## src/rtl/qtcore_control_unit_v2.sv

```systemverilog
// qtcore_control_unit_v2: multi-cycle control FSM for the qtcore accumulator
// CPU with a mem_req/mem_ready handshake, a wait-state watchdog that raises a
// sticky bus error, and a scan chain over {bus_error, wait counter, state}.
module qtcore_control_unit_v2 #(
  parameter int          MEM_TIMEOUT = 15,
  parameter int          CNT_W       = 4,
  parameter logic [7:0]  HALT_OPCODE = 8'hFF
) (
  input  logic       clk,
  input  logic       rst,
  input  logic       processor_enable,
  input  logic [7:0] instruction,
  input  logic       ZF,
  input  logic       mem_ready,
  output logic       mem_req,
  output logic       PC_write_enable,
  output logic [1:0] PC_mux_select,
  output logic       ACC_write_enable,
  output logic [1:0] ACC_mux_select,
  output logic       IR_load_enable,
  output logic       ALU_inputB_mux_select,
  output logic       Memory_write_enable,
  output logic [1:0] Memory_address_mux_select,
  output logic       processor_halted,
  output logic       bus_error,
  input  logic       scan_enable,
  input  logic       scan_in,
  output logic       scan_out
);

  typedef enum logic [2:0] {
    S_RESET   = 3'b000,
    S_FETCH   = 3'b001,
    S_EXECUTE = 3'b010,
    S_HALT    = 3'b100
  } state_t;

  localparam int CHAIN_W = 3 + CNT_W + 1;

  state_t             state, state_nxt;
  logic [CNT_W-1:0]   cnt, cnt_nxt;
  logic               bus_error_nxt;
  logic               timeout_hit;
  logic               mem_op, store_op;
  logic [CHAIN_W-1:0] chain, chain_shift;

  // Scan order: scan_in -> state[0..2] -> cnt[0..CNT_W-1] -> bus_error -> scan_out
  assign chain       = {bus_error, cnt, state};
  assign chain_shift = {chain[CHAIN_W-2:0], scan_in};
  assign scan_out    = bus_error;

  // Watchdog fires only on a still-pending access; a ready in the same cycle wins
  assign timeout_hit = (MEM_TIMEOUT > 0) && (cnt == CNT_W'(MEM_TIMEOUT)) && !mem_ready;

  // The B-operand select follows the IR directly; only RESET forces it low
  assign ALU_inputB_mux_select = (state != S_RESET) && (instruction[7:4] == 4'b1110);
  assign processor_halted      = (state == S_HALT);

  // Next-state and strobe decode; strobes are silenced when disabled or scanning
  always_comb begin
    state_nxt                 = state;
    mem_req                   = 1'b0;
    PC_write_enable           = 1'b0;
    PC_mux_select             = 2'b00;
    ACC_write_enable          = 1'b0;
    ACC_mux_select            = 2'b00;
    IR_load_enable            = 1'b0;
    Memory_write_enable       = 1'b0;
    Memory_address_mux_select = 2'b00;
    mem_op                    = 1'b0;
    store_op                  = 1'b0;
    case (state)
      S_RESET: state_nxt = S_FETCH;
      S_FETCH: begin
        mem_req                   = 1'b1;
        Memory_address_mux_select = 2'b10;
        if (mem_ready) begin
          IR_load_enable  = 1'b1;
          PC_write_enable = 1'b1;
          state_nxt       = S_EXECUTE;
        end else if (timeout_hit) begin
          state_nxt = S_HALT;
        end
      end
      S_EXECUTE: begin
        state_nxt = S_FETCH;
        if (instruction == HALT_OPCODE) begin
          state_nxt = S_HALT;
        end else begin
          casez (instruction)
            8'b000?????: begin mem_op = 1'b1; ACC_mux_select = 2'b01; end
            8'b001?????: begin mem_op = 1'b1; store_op = 1'b1; end
            8'b010?????, 8'b011?????, 8'b100?????,
            8'b101?????, 8'b110?????: mem_op = 1'b1;
            8'b1110????, 8'b11110???: ACC_write_enable = 1'b1;
            8'hF8: begin PC_write_enable = ZF;  PC_mux_select = 2'b11; end
            8'hFA: begin PC_write_enable = !ZF; PC_mux_select = 2'b11; end
            8'hF9: begin PC_write_enable = ZF;  PC_mux_select = 2'b10; end
            8'hFB: begin PC_write_enable = !ZF; PC_mux_select = 2'b10; end
            8'hFC: begin
              mem_op                    = 1'b1;
              ACC_mux_select            = 2'b01;
              Memory_address_mux_select = 2'b01;
            end
            8'hFD: begin
              ACC_write_enable = 1'b1;
              ACC_mux_select   = 2'b10;
              PC_write_enable  = 1'b1;
              PC_mux_select    = 2'b01;
            end
            8'hFE: begin PC_write_enable = 1'b1; PC_mux_select = 2'b01; end
            default: ;
          endcase
          if (mem_op) begin
            mem_req             = 1'b1;
            Memory_write_enable = store_op;
            if (mem_ready) begin
              ACC_write_enable = !store_op;
              state_nxt        = S_FETCH;
            end else if (timeout_hit) begin
              state_nxt = S_HALT;
            end else begin
              state_nxt = S_EXECUTE;
            end
          end
        end
      end
      S_HALT:  state_nxt = S_HALT;
      default: state_nxt = S_FETCH;
    endcase
    if (!processor_enable || scan_enable) begin
      mem_req                   = 1'b0;
      PC_write_enable           = 1'b0;
      PC_mux_select             = 2'b00;
      ACC_write_enable          = 1'b0;
      ACC_mux_select            = 2'b00;
      IR_load_enable            = 1'b0;
      Memory_write_enable       = 1'b0;
      Memory_address_mux_select = 2'b00;
    end
  end

  // Wait counter clears on completion or state change and saturates otherwise
  always_comb begin
    cnt_nxt       = cnt;
    bus_error_nxt = bus_error | (mem_req & timeout_hit);
    if ((state_nxt != state) || mem_ready)
      cnt_nxt = '0;
    else if (mem_req && (cnt != {CNT_W{1'b1}}))
      cnt_nxt = cnt + 1'b1;
  end

  // State, counter and error register; scan shift overrides functional update
  always_ff @(posedge clk or negedge rst) begin
    if (!rst) begin
      state     <= S_RESET;
      cnt       <= '0;
      bus_error <= 1'b0;
    end else if (scan_enable) begin
      state     <= state_t'(chain_shift[2:0]);
      cnt       <= chain_shift[CNT_W+2:3];
      bus_error <= chain_shift[CHAIN_W-1];
    end else if (processor_enable) begin
      state     <= state_nxt;
      cnt       <= cnt_nxt;
      bus_error <= bus_error_nxt;
    end
  end

endmodule

```

## config.mk

```make
export PLATFORM = sky130hd
export DESIGN_NAME = qtcore_control_unit_v2
export DESIGN_NICKNAME = d
export VERILOG_FILES = /design/src/rtl/qtcore_control_unit_v2.sv
export SDC_FILE = /design/constraint.sdc
export NUM_CORES = 1
export LEC_CHECK = 0
export ABC_AREA = 0
export BUFFER_PORTS_ARGS = -buffer_cell sky130_fd_sc_hd__buf_4
export CORE_UTILIZATION = 44
export DETAILED_ROUTE_END_ITERATION = 16
export GPL_ROUTABILITY_DRIVEN = 1
export HOLD_SLACK_MARGIN = 0.06
export PLACE_DENSITY = 0.74
export SLEW_MARGIN = 15
export SYNTH_ARGS = -nofsm -noshare
export SYNTH_HDL_FRONTEND = slang
export SYNTH_SLANG_ARGS = --single-unit
```

## constraint.sdc

```tcl
create_clock -name clk -period 1.8 [get_ports clk]
set_input_delay 0.18 -clock clk [delete_from_list [all_inputs] [get_ports clk]]
set_output_delay 0.18 -clock clk [all_outputs]
set_load 0.02 [all_outputs]
```

==> summary.md <==
| Metric | Value |
|---|---|
| GRT Total Usage | 0.295 |
| Die W | 46.9 um |
| Placed cell areas | 0.00125 mm^2 |
| Max cap viols | 0 |
| Num ports | 30 |
| CTS H-tree depth | 1 |
| CTS tree | yes |
| Ys flop type | dfrtp_1 |
| FFs w/ async S/R, synth | 1.00 |
| Routed Wire Length | 3400 um |
| CTS clock-pin slew for the worst setup and hold paths | 0.06 ns |
| Largest net degree at the start of global routing | 16 |
| Post-Layout Cell Count | 192 |
| Initial DRC Count | 70 |
| CTS buffer count | 3 |
| Failing checks | setup timing |
| Final setup margin | -0.102 ns |
| Post-synth cell types | between 40 and 50 |
| Post-Syn Area | ~900 um^2 |
| Crit Path Class | reg2out |
| IO buf count | 29 |
| Total core area | between 0.0015 and 0.002 mm^2 |
| Placed cell count | 182 |
| RD Place Congestion | about 0.92 |
| DRC violations left | 0 |
| N_diodes | 0 |
| Antenna-violating nets left | 0 |
| Total gr overflow | 0 |
| First-pass GRT wire length | 4460 um |
| Vias | 1183 |
| Register area share after synthesis | 0.225 |
| Initial DRT Pass Iterations | 4 |
| FMAX | between 0.5 and 0.6 GHz |
| VDD IR max | about 480 uV |
| RSZ-0062 raised after global routing | yes |
| Cell count after synthesis | 118 |
| Max_slew headroom | 0.672 |
| Hold Crit Class | in2reg |
| Initial antenna violation count | 0 |
| Crit path launch type | flop |
| Seq cells post-synth | 8 |
| DIE AREA | 0.00220 mm^2 |
| Share of cells above drive strength 1 | 0.467 |
| Total power | between 800 and 900 uW |
| Vias per cell | between 6 and 7 |
| Power per Cell Area | 553 mW/mm^2 |
| Final Setup Violations | 6 |
| Clock Skews | 0.00624 ns |
| Mapped Avg Cell Area | 7.53 um^2 |
| Layout net count | 185 |
| Worst-path fanout max | 3 |
| HPWL after detailed placement | about 2200 um |
| Largest family of logic cells by synthesized area | simple AND/OR/NAND/NOR gates |
| Yosys Warn Count | 0 |
| Synth Net Count | 134 |
| Number of max-slew violations in the final report | 0 |
| Root buf cell | clkbuf_4 |
| Xor-xnor portion of the synthesized cell area | 0.0197 |
| Max clock buf depth | 2 |
| Synthesized-area fraction occupied by adder cells | 0.0141 |
| Static Leak | 0.633 nW |
| Die height | 46.9 um |
| Top cell type's share of synthesized area | 0.225 |
| Post-synth EDFFs | 0 |
| Most frequent cells in the layout | 46 x buf_4, 9 x nor2_1, 7 x nand2_1, 7 x nor3_1, 7 x dfrtp_1 |
| Worst EP required | around 1.6 ns |
| Starting density of the core | 0.493 |
| Min cycle time layout | 1.90 ns |
| Clk_lat worst skew | 0.26 ns |
| Simple-gate share of the synthesized area | 0.359 |
| Cell taking the most area after synthesis | dfrtp_1 |
| Worst endpoint data arrival time | 1.72 ns |
| Top cells by area, synth | dfrtp_1 23%, nor3_1 5.1%, nor2_1 5.1%, nand3_1 4.5%, o21ai_0 3.4% |
| Clock sink count | 8 |
| Measured slew at the worst slew-check pin | 0.490 ns |
| Dpl ws | -0.0133 ns |
| Vias in the first global route | between 1000 and 1500 |
| P&R area growth vs syn | 66.2% |
| Drt wl/cell | 17.7 um |
| Endpoints failing hold | 0 |
| Rows | 15 |
| Compound-Gate Fraction of Synth Area | 0.294 |
| Outcome | finished, violations left |
| Mux cell area share after synthesis | 0.0225 |
| Design area | 0.00148 mm^2 |
| Final period util | 1.06 |
| Commonest non-fill, non-tap cell in the layout | buf_4 |
| Crit end category | output pin |
-- logic make-up after synthesis --
family / Yosys count
XOR/XNOR: 2
AND/OR/NAND/NOR: 57
adder cells (fa/ha/maj): 1
flip-flops: 8
multiplexers: 2
buffers and inverters: 13
AO/OA/AOI/OAI: 35
-- per-layer routing --
| layer | wire, um | track usage |
|---|---|---|
| met5 | 0 | 0 |
| met4 | 21 | 0.0971 |
| met3 | 178 | 0.0846 |
| met2 | 1780 | 0.506 |
| met1 | 1420 | 0.355 |
-- power breakdown --
part	internal, mW	switching, mW
clock network	0.0765	0.0646
registers	0.207	0.0255
logic	0.211	0.231
-- registers in the layout (all words and copies together), names as in the netlist --
name and cells:
cnt 4, state 3, bus_error 1
-- per-stage QoR --
| stage | TNS, ns | hold WS (ns) | utilization |
|---|---|---|---|
| finish | -0.320 | 0.148 | 0.819 |
| global route | -0.756 | 0.154 | 0.819 |
| CTS | -0.328 | 0.145 | 0.756 |
| detailed placement | -0.0133 | 0.00844 | 0.695 |
| global placement | 0 | 0.00741 | 0.695 |
| floorplan | -0.170 | -0.116 | - |
-- cells in the mapped netlist (2+ instances only) --
cell type,n
nor2_1,12
nor3_1,9
dfrtp_1,8
nand3_1,8
nand2_1,7
inv_1,6
o21ai_0,6
a21oi_1,4
buf_2,4
nor3b_1,4
a21boi_0,3
a31oi_1,3
nand2b_1,3
nor2b_1,3
o211ai_1,3
a2bb2oi_1,2
a32oi_1,2
and3_1,2
clkbuf_1,2
mux2i_1,2
o31a_1,2
-- final cells by class --
type                            instances  area (um^2)
Fill cell                             114          325
Sequential cell                         8          201
Multi-Input combinational cell         97          776
Tap cell                               25         31.3
Clock buffer                            3         22.5
Inverter                                6         22.5
Timing Repair Buffer                   53          423
-- worst paths after layout --
path / start / to / slack, ns / cells after the start
setup / recovery: state[1] / Memory_write_enable / -0.10 / 5
hold / removal: scan_in / state[0] / 0.15 / 2
setup reg to reg: cnt[1] / cnt[0] / 0.03 / 6
hold reg to reg: bus_error / bus_error / 0.56 / 2
max in group asynchronous: rst / state[2] / 1.37 / 2
min in group asynchronous: rst / state[2] / 0.28 / 2
-- repair_timing --
item | CTS | global route
buffers inserted | 2 | 5
resized for setup | 15 | 17
endpoints found under the setup margin | 9 | 14
hold buffers | 1 | 0
hold endpoints to repair | 8 | 0
pin swaps | 4 | 9
-- worst max-delay path, stage by stage, from the launching register on --
cell and delay [ns]:
dfrtp_1 0.36, inv_2 0.04, or4_4 0.53, buf_6 0.14, nor4b_4 0.21, buf_4 0.18
(Power assumes the default switching activity.)
